File: src/rtl/fifo_sym_scheduler_pkg.sv
// Shared types and helpers for the FIFO-to-symbol read scheduler and its
// symbol-rate counter.
package fifo_sym_scheduler_pkg;

  typedef enum logic [1:0] {
    ST_IDLE = 2'd0,
    ST_REQ  = 2'd1,
    ST_CAP  = 2'd2,
    ST_FULL = 2'd3
  } gather_state_e;

  localparam int UF_COUNT_W = 8;

  function automatic int cnt_width(input int clks);
    return (clks > 1) ? $clog2(clks) : 1;
  endfunction

  // Gathering one bit costs two cycles, so a period shorter than that starves the mapper.
  function automatic bit sym_cfg_ok(input int bits, input int clks);
    return (bits >= 1) && (bits <= 4) && (clks >= 2 * bits);
  endfunction

endpackage

File: src/rtl/fifo_sym_scheduler_rate.sv
// Free-running symbol-period counter with a one-cycle boundary strobe on the
// last enabled cycle of each period.
module sym_rate_counter
  import fifo_sym_scheduler_pkg::*;
#(
  parameter int CLKS_PER_SYM = 8
) (
  input  logic clk_i,
  input  logic srst_i,
  input  logic en_i,
  output logic boundary_o
);

  localparam int CW = cnt_width(CLKS_PER_SYM);
  localparam logic [CW-1:0] LAST = CW'(CLKS_PER_SYM - 1);

  logic [CW-1:0] cnt_q, cnt_d;

  always_comb begin
    boundary_o = en_i && (cnt_q == LAST);
    cnt_d      = cnt_q;
    if (en_i) begin
      cnt_d = boundary_o ? '0 : cnt_q + 1'b1;
    end
  end

  always_ff @(posedge clk_i) begin
    if (srst_i) cnt_q <= '0;
    else        cnt_q <= cnt_d;
  end

endmodule

File: src/rtl/fifo_sym_scheduler.sv
// Drains a 1-bit FIFO, packs bits MSB-first into symbols and emits one symbol
// per period, substituting IDLE_SYM (with an underflow strobe) when not ready.
module fifo_sym_scheduler
  import fifo_sym_scheduler_pkg::*;
#(
  parameter int                      BITS_PER_SYM = 2,
  parameter int                      CLKS_PER_SYM = 8,
  parameter logic [BITS_PER_SYM-1:0] IDLE_SYM     = '0
) (
  input  logic                    CLK,
  input  logic                    RST,
  input  logic                    en,
  input  logic                    fEmpty,
  input  logic                    fDout,
  output logic                    fREn,
  output logic [BITS_PER_SYM-1:0] symOut,
  output logic                    symValid,
  output logic                    underflow,
  output logic [UF_COUNT_W-1:0]   ufCount
);

  if (!sym_cfg_ok(BITS_PER_SYM, CLKS_PER_SYM)) begin : g_cfg_err
    $error("fifo_sym_scheduler: need 1<=BITS_PER_SYM<=4 and CLKS_PER_SYM>=2*BITS_PER_SYM");
  end

  // bitCnt reaches BITS_PER_SYM after the last capture and holds until emitted.
  localparam int BCW = $clog2(BITS_PER_SYM + 1);
  localparam logic [BCW-1:0] LAST_BIT = BCW'(BITS_PER_SYM - 1);

  logic boundary;

  gather_state_e             state_q, state_d;
  logic [BITS_PER_SYM-1:0]   sh_q, sh_d;
  logic [BCW-1:0]            bit_cnt_q, bit_cnt_d;
  logic [BITS_PER_SYM-1:0]   sym_q, sym_d;
  logic                      valid_q, valid_d;
  logic                      uf_q, uf_d;
  logic [UF_COUNT_W-1:0]     uf_cnt_q, uf_cnt_d;

  sym_rate_counter #(
    .CLKS_PER_SYM(CLKS_PER_SYM)
  ) u_rate (
    .clk_i     (CLK),
    .srst_i    (RST),
    .en_i      (en),
    .boundary_o(boundary)
  );

  always_comb begin
    state_d   = state_q;
    sh_d      = sh_q;
    bit_cnt_d = bit_cnt_q;
    sym_d     = sym_q;
    valid_d   = 1'b0;
    uf_d      = 1'b0;
    uf_cnt_d  = uf_cnt_q;
    fREn      = 1'b0;

    case (state_q)
      ST_IDLE: if (en) state_d = ST_REQ;
      ST_REQ: begin
        if (en && !fEmpty) begin
          fREn    = 1'b1;
          state_d = ST_CAP;
        end
      end
      // A capture completes even with en low: the FIFO has already popped the bit.
      ST_CAP: begin
        sh_d      = BITS_PER_SYM'({sh_q, fDout});
        bit_cnt_d = bit_cnt_q + 1'b1;
        state_d   = (bit_cnt_q == LAST_BIT) ? ST_FULL : ST_REQ;
      end
      ST_FULL: begin
        if (boundary) begin
          sym_d     = sh_q;
          bit_cnt_d = '0;
          state_d   = ST_REQ;
        end
      end
      default: state_d = ST_IDLE;
    endcase

    // Late symbols are not dropped: gathering carries on and they go out next period.
    if (boundary) begin
      valid_d = 1'b1;
      if (state_q != ST_FULL) begin
        sym_d = IDLE_SYM;
        uf_d  = 1'b1;
        if (uf_cnt_q != '1) uf_cnt_d = uf_cnt_q + 1'b1;
      end
    end
  end

  always_ff @(posedge CLK) begin
    if (RST) begin
      state_q   <= ST_IDLE;
      sh_q      <= '0;
      bit_cnt_q <= '0;
      sym_q     <= IDLE_SYM;
      valid_q   <= 1'b0;
      uf_q      <= 1'b0;
      uf_cnt_q  <= '0;
    end else begin
      state_q   <= state_d;
      sh_q      <= sh_d;
      bit_cnt_q <= bit_cnt_d;
      sym_q     <= sym_d;
      valid_q   <= valid_d;
      uf_q      <= uf_d;
      uf_cnt_q  <= uf_cnt_d;
    end
  end

  assign symOut    = sym_q;
  assign symValid  = valid_q;
  assign underflow = uf_q;
  assign ufCount   = uf_cnt_q;

endmodule

File: config.mk
export PLATFORM = sky130hd
export DESIGN_NAME = fifo_sym_scheduler
export DESIGN_NICKNAME = d
export VERILOG_FILES = /design/src/rtl/fifo_sym_scheduler_pkg.sv /design/src/rtl/fifo_sym_scheduler_rate.sv /design/src/rtl/fifo_sym_scheduler.sv
export SDC_FILE = /design/constraint.sdc
export NUM_CORES = 1
export LEC_CHECK = 0
export ABC_CLOCK_PERIOD_IN_PS = 1800
export CAP_MARGIN = 20
export CORE_MARGIN = 2
export CORE_UTILIZATION = 30
export CTS_CLUSTER_DIAMETER = 80
export DETAILED_ROUTE_END_ITERATION = 10
export HOLD_SLACK_MARGIN = 0.12
export PLACE_DENSITY = 0.49
export SLEW_MARGIN = 30
export SYNTH_ARGS = -nofsm -noshare
export SYNTH_HDL_FRONTEND = slang
export SYNTH_SLANG_ARGS = --single-unit
File: constraint.sdc
create_clock -name CLK -period 1.8 [get_ports CLK]
set_clock_uncertainty 0.1 [all_clocks]
set_input_delay 0.27 -clock CLK [delete_from_list [all_inputs] [get_ports CLK]]
set_output_delay 0.27 -clock CLK [all_outputs]
set_load 0.1 [all_outputs]
==> flow_metrics.py <==
metrics = {
    "clock_tree": {
        "cts_max_level": 1,
        "cts_tree": "yes",
        "clk_path_buf_depth": 2,
        "cts_hold_repair.buffers": 0,
        "clock_sinks": 21,
        "worst_setup_hold_path_clk_slew_ns": 0.12,
        "cts_inserted_buffers": 3,
        "clock-root-buffer": "sky130_fd_sc_hd__clkbuf_4",
        "worstSkewPairLatency_ns": 0.30,
    },
    "cells_and_area": {
        "finish.instance_area_um2": 1530,
        "most_used_cells_in_the_layout_excluding_fill_and_tap_cells": "sky130_fd_sc_hd__nor2_1 (16), sky130_fd_sc_hd__buf_12 (13), sky130_fd_sc_hd__buf_4 (13)",
        "area.growth.synth_to_final_pct": 47.7,
        "design.final.nets": 155,
        "final-instance-count-excl-fill": 186,
        "mostFrequentLayoutCell": "sky130_fd_sc_hd__nor2_1",
        "antenna_cells": 0,
        "fraction_of_layout_cells_with_a_size_suffix_above_1_pct": 39.3,
        "fillCellCount": 341,
    },
    "power": {
        "total_power_uw": 831,
        "powerDensity_nw_per_um2": 543,
        "irDropWorstVdd_mv": 0.417,
        "leakage_power_total_nw": 0.609,
    },
    "hold_path": {
        "whs_endpoint": "symOut[1]",
        "worst_hold_path.num_cells": 2,
        "min-delay-path-class": "reg -> reg",
        "hp-start": "symOut[1]",
    },
    "worst_setup_path": {
        "endpoint_kind": "flip-flop",
        "timing.rr.start": "u_rate.cnt_q[0]",
        "worstPathArrival_ns": 1.89,
        "worst-path-max-fanout": 5,
        "cp-start-kind": "flip-flop",
        "timing.critical_path.required_ns": 1.95,
        "setup.reg_to_reg.worst_slack_ns": 0.06,
        "critPathKind": "reg -> reg",
        "rr_endpoint": "state_q[0]",
        "timing.reg2reg.worst_path_depth": 7,
    },
    "global_route": {
        "gr-total-overflow": 0,
        "grt_busiest_layer": "met2",
        "met3_usage_pct": 4.14,
        "grt_util_met2_pct": 18.5,
        "grt_antenna_before_repair": 0,
        "grt.met1_usage_pct": 12.8,
        "first_global_vias": 816,
        "gr-usage-all-layers_pct": 10.7,
        "grt_start_max_net_pins": 14,
        "grt_first_pass_wirelength_um": 3440,
    },
    "place": {
        "placement.io_buffers": 17,
        "placed_cells": 181,
        "dp_hpwl_um": 1550,
        "gpl.final_weighted_congestion": 0.714,
        "placed_area_um2": 1470,
    },
    "route": {
        "detailedRoute.firstIterationViolations": 20,
        "postRouteWirelength_um": 2020,
        "ant_nets": 0,
        "num_vias": 846,
        "drt_drc_violations_left": 0,
        "drt-vias-per-instance": 4.55,
        "detail_route.wl_per_cell_um": 10.9,
        "firstDrtPassIters": 5,
    },
    "synth": {
        "number_of_warnings_printed_during_yosys_synthesis": 0,
        "ys_seq_area_share_pct": 40.6,
        "yosysUniqueCellTypes": 32,
        "syn-cell-area_um2": 1040,
        "syn_inst": 110,
        "synth_fp_nets": 124,
        "synthesis.area_per_instance_um2": 9.42,
        "synth.ff_latch_count": 21,
    },
    "floorplan": {
        "floorplan.initialDensity_pct": 31.0,
        "fp-row-count": 21,
        "core_region_area_um2": 3340,
        "design.die.area_um2": 3940,
        "die_h_um": 62.8,
        "i_o_pins": 18,
        "fp.dieW_um": 62.8,
    },
    "sta": {
        "max_freq_mhz": 574,
        "period_needed_ns": 1.74,
        "final-hold-violation-count": 0,
        "setup_viol": 0,
        "finalMaxSlewViolations": 0,
        "worstMarginPinSlew_ns": 0.340,
        "share_of_the_cycle_needed_by_the_critical_path_after_routing_pct": 96.7,
        "grt_setup_unrepaired": "yes",
        "relSlewSlack_pct": 77.1,
    },
    "flow_run": {
        "cap_violations": 0,
    },
    "outcome": {
        "outcome": "finished clean",
    },
}
## registers in the layout (all words and copies together) (netlist names)
name          cells
u_rate.cnt_q      3
bit_cnt_q         2
state_q           2
symOut            2
ufCount           8
underflow         1
sh_q              2
symValid          1
## synthesized netlist by cell type
library cell                number  area (um^2)
sky130_fd_sc_hd__a21bo_4         1         16.3
sky130_fd_sc_hd__and3b_2         1         10.0
sky130_fd_sc_hd__nor2_1         17         63.8
sky130_fd_sc_hd__nor4_1          1         6.26
sky130_fd_sc_hd__and3_1          1         6.26
sky130_fd_sc_hd__buf_6           2         22.5
sky130_fd_sc_hd__mux2i_1         4         40.0
sky130_fd_sc_hd__mux2_4          1         15.0
sky130_fd_sc_hd__mux2_2          1         11.3
sky130_fd_sc_hd__o21ai_1         1         5.00
sky130_fd_sc_hd__ha_1            9          113
sky130_fd_sc_hd__nor3_2          1         10.0
sky130_fd_sc_hd__xor2_1          5         43.8
sky130_fd_sc_hd__inv_1           5         18.8
sky130_fd_sc_hd__o211ai_1        1         7.51
sky130_fd_sc_hd__a21oi_1         8         40.0
sky130_fd_sc_hd__nand2_1         9         33.8
sky130_fd_sc_hd__or3b_1          1         8.76
sky130_fd_sc_hd__nand3b_1        2         15.0
sky130_fd_sc_hd__clkbuf_1        2         7.51
sky130_fd_sc_hd__dfxtp_1        21          420
sky130_fd_sc_hd__nand4_1         3         18.8
sky130_fd_sc_hd__o21a_1          1         7.51
sky130_fd_sc_hd__o2111ai_1       1         8.76
sky130_fd_sc_hd__nor3_1          2         10.0
sky130_fd_sc_hd__nor3b_1         2         15.0
sky130_fd_sc_hd__nand3_2         1         10.0
sky130_fd_sc_hd__o21ai_0         1         5.00
sky130_fd_sc_hd__and2_1          1         6.26
sky130_fd_sc_hd__a31oi_1         1         6.26
sky130_fd_sc_hd__o211ai_2        2         25.0
sky130_fd_sc_hd__and2b_2         1         8.76
## kinds of logic (layout without fill, tap and decap cells)
group / Yosys count / count (layout) / synth area share (%)
flops: 21 / 21 / 40.6
simple gates: 43 / 43 / 21.5
mux: 6 / 6 / 6.40
xor+xnor: 5 / 5 / 4.23
compound gates: 17 / 17 / 11.7
fa+ha+maj: 9 / 9 / 10.9
buf+inv: 9 / 39 / 4.71
## critical path, cell delays in order, from the launching register on
cell and delay, ns:
sky130_fd_sc_hd__dfxtp_2 0.35, sky130_fd_sc_hd__ha_2 0.19, sky130_fd_sc_hd__ha_4 0.17, sky130_fd_sc_hd__buf_4 0.14, sky130_fd_sc_hd__a21bo_4 0.21, sky130_fd_sc_hd__o211ai_2 0.09, sky130_fd_sc_hd__mux2_2 0.35, sky130_fd_sc_hd__nor2_1 0.08
## worst max path at each step
stage                    start    endpoint  slack [ns]
3_5_place_dp                en  state_q[1]       -0.08
4_1_cts        u_rate.cnt_q[0]  state_q[0]       0.005
2_1_floorplan       state_q[1]        fREn       -0.02
5_1_grt        u_rate.cnt_q[0]  state_q[1]       -0.01
6_report       u_rate.cnt_q[0]  state_q[0]        0.06
3_3_place_gp                en  ufCount[7]       -0.04
## layer usage
metal,vias up,part of all wire (%)
li1,438,-
met1,395,46
met2,11,49
met3,2,4.3
met4,0,0.64
met5,-,0
## power by group
group	switching (mW)	leakage [nW]	internal [mW]
logic	0.0607	0.416	0.0582
clock network	0.146	0.0177	0.0829
registers	0.0105	0.175	0.473
total	0.217	0.609	0.614
## cell type report
cell class | count | area (um^2) | share of cell area [%]
Clock buffer | 3 | 22.5 | 1.47
Timing Repair Buffer | 30 | 398 | 26.0
Multi-Input combinational cell | 80 | 591 | 38.6
Sequential cell | 21 | 438 | 28.6
Inverter | 5 | 18.8 | 1.23
Clock inverter | 1 | 5.00 | 0.327
Tap cell | 46 | 57.6 | 3.76
## through the flow
stage | hold WS, ns | TNS [ns] | utilization (%) | setup WS [ns]
6_report | 0.397 | 0 | 45.9 | 0.0585
5_1_grt | 0.429 | -0.00967 | 45.9 | -0.00967
3_5_place_dp | 0.363 | -0.214 | 44.1 | -0.0762
3_3_place_gp | 0.351 | -0.0872 | 44.1 | -0.0382
2_1_floorplan | 0.317 | -0.0169 | - | -0.0169
4_1_cts | 0.385 | 0 | 45.0 | 0.00529
## what timing repair did
item | in CTS | in global routing
gates resized for setup | 2 | 6
setup buffers | 0 | 1
endpoints found under the hold margin | 0 | 0
pin swaps | 0 | 0
endpoints found under the setup margin | 3 | 4
Note: power is estimated with default switching activity, not from simulation.
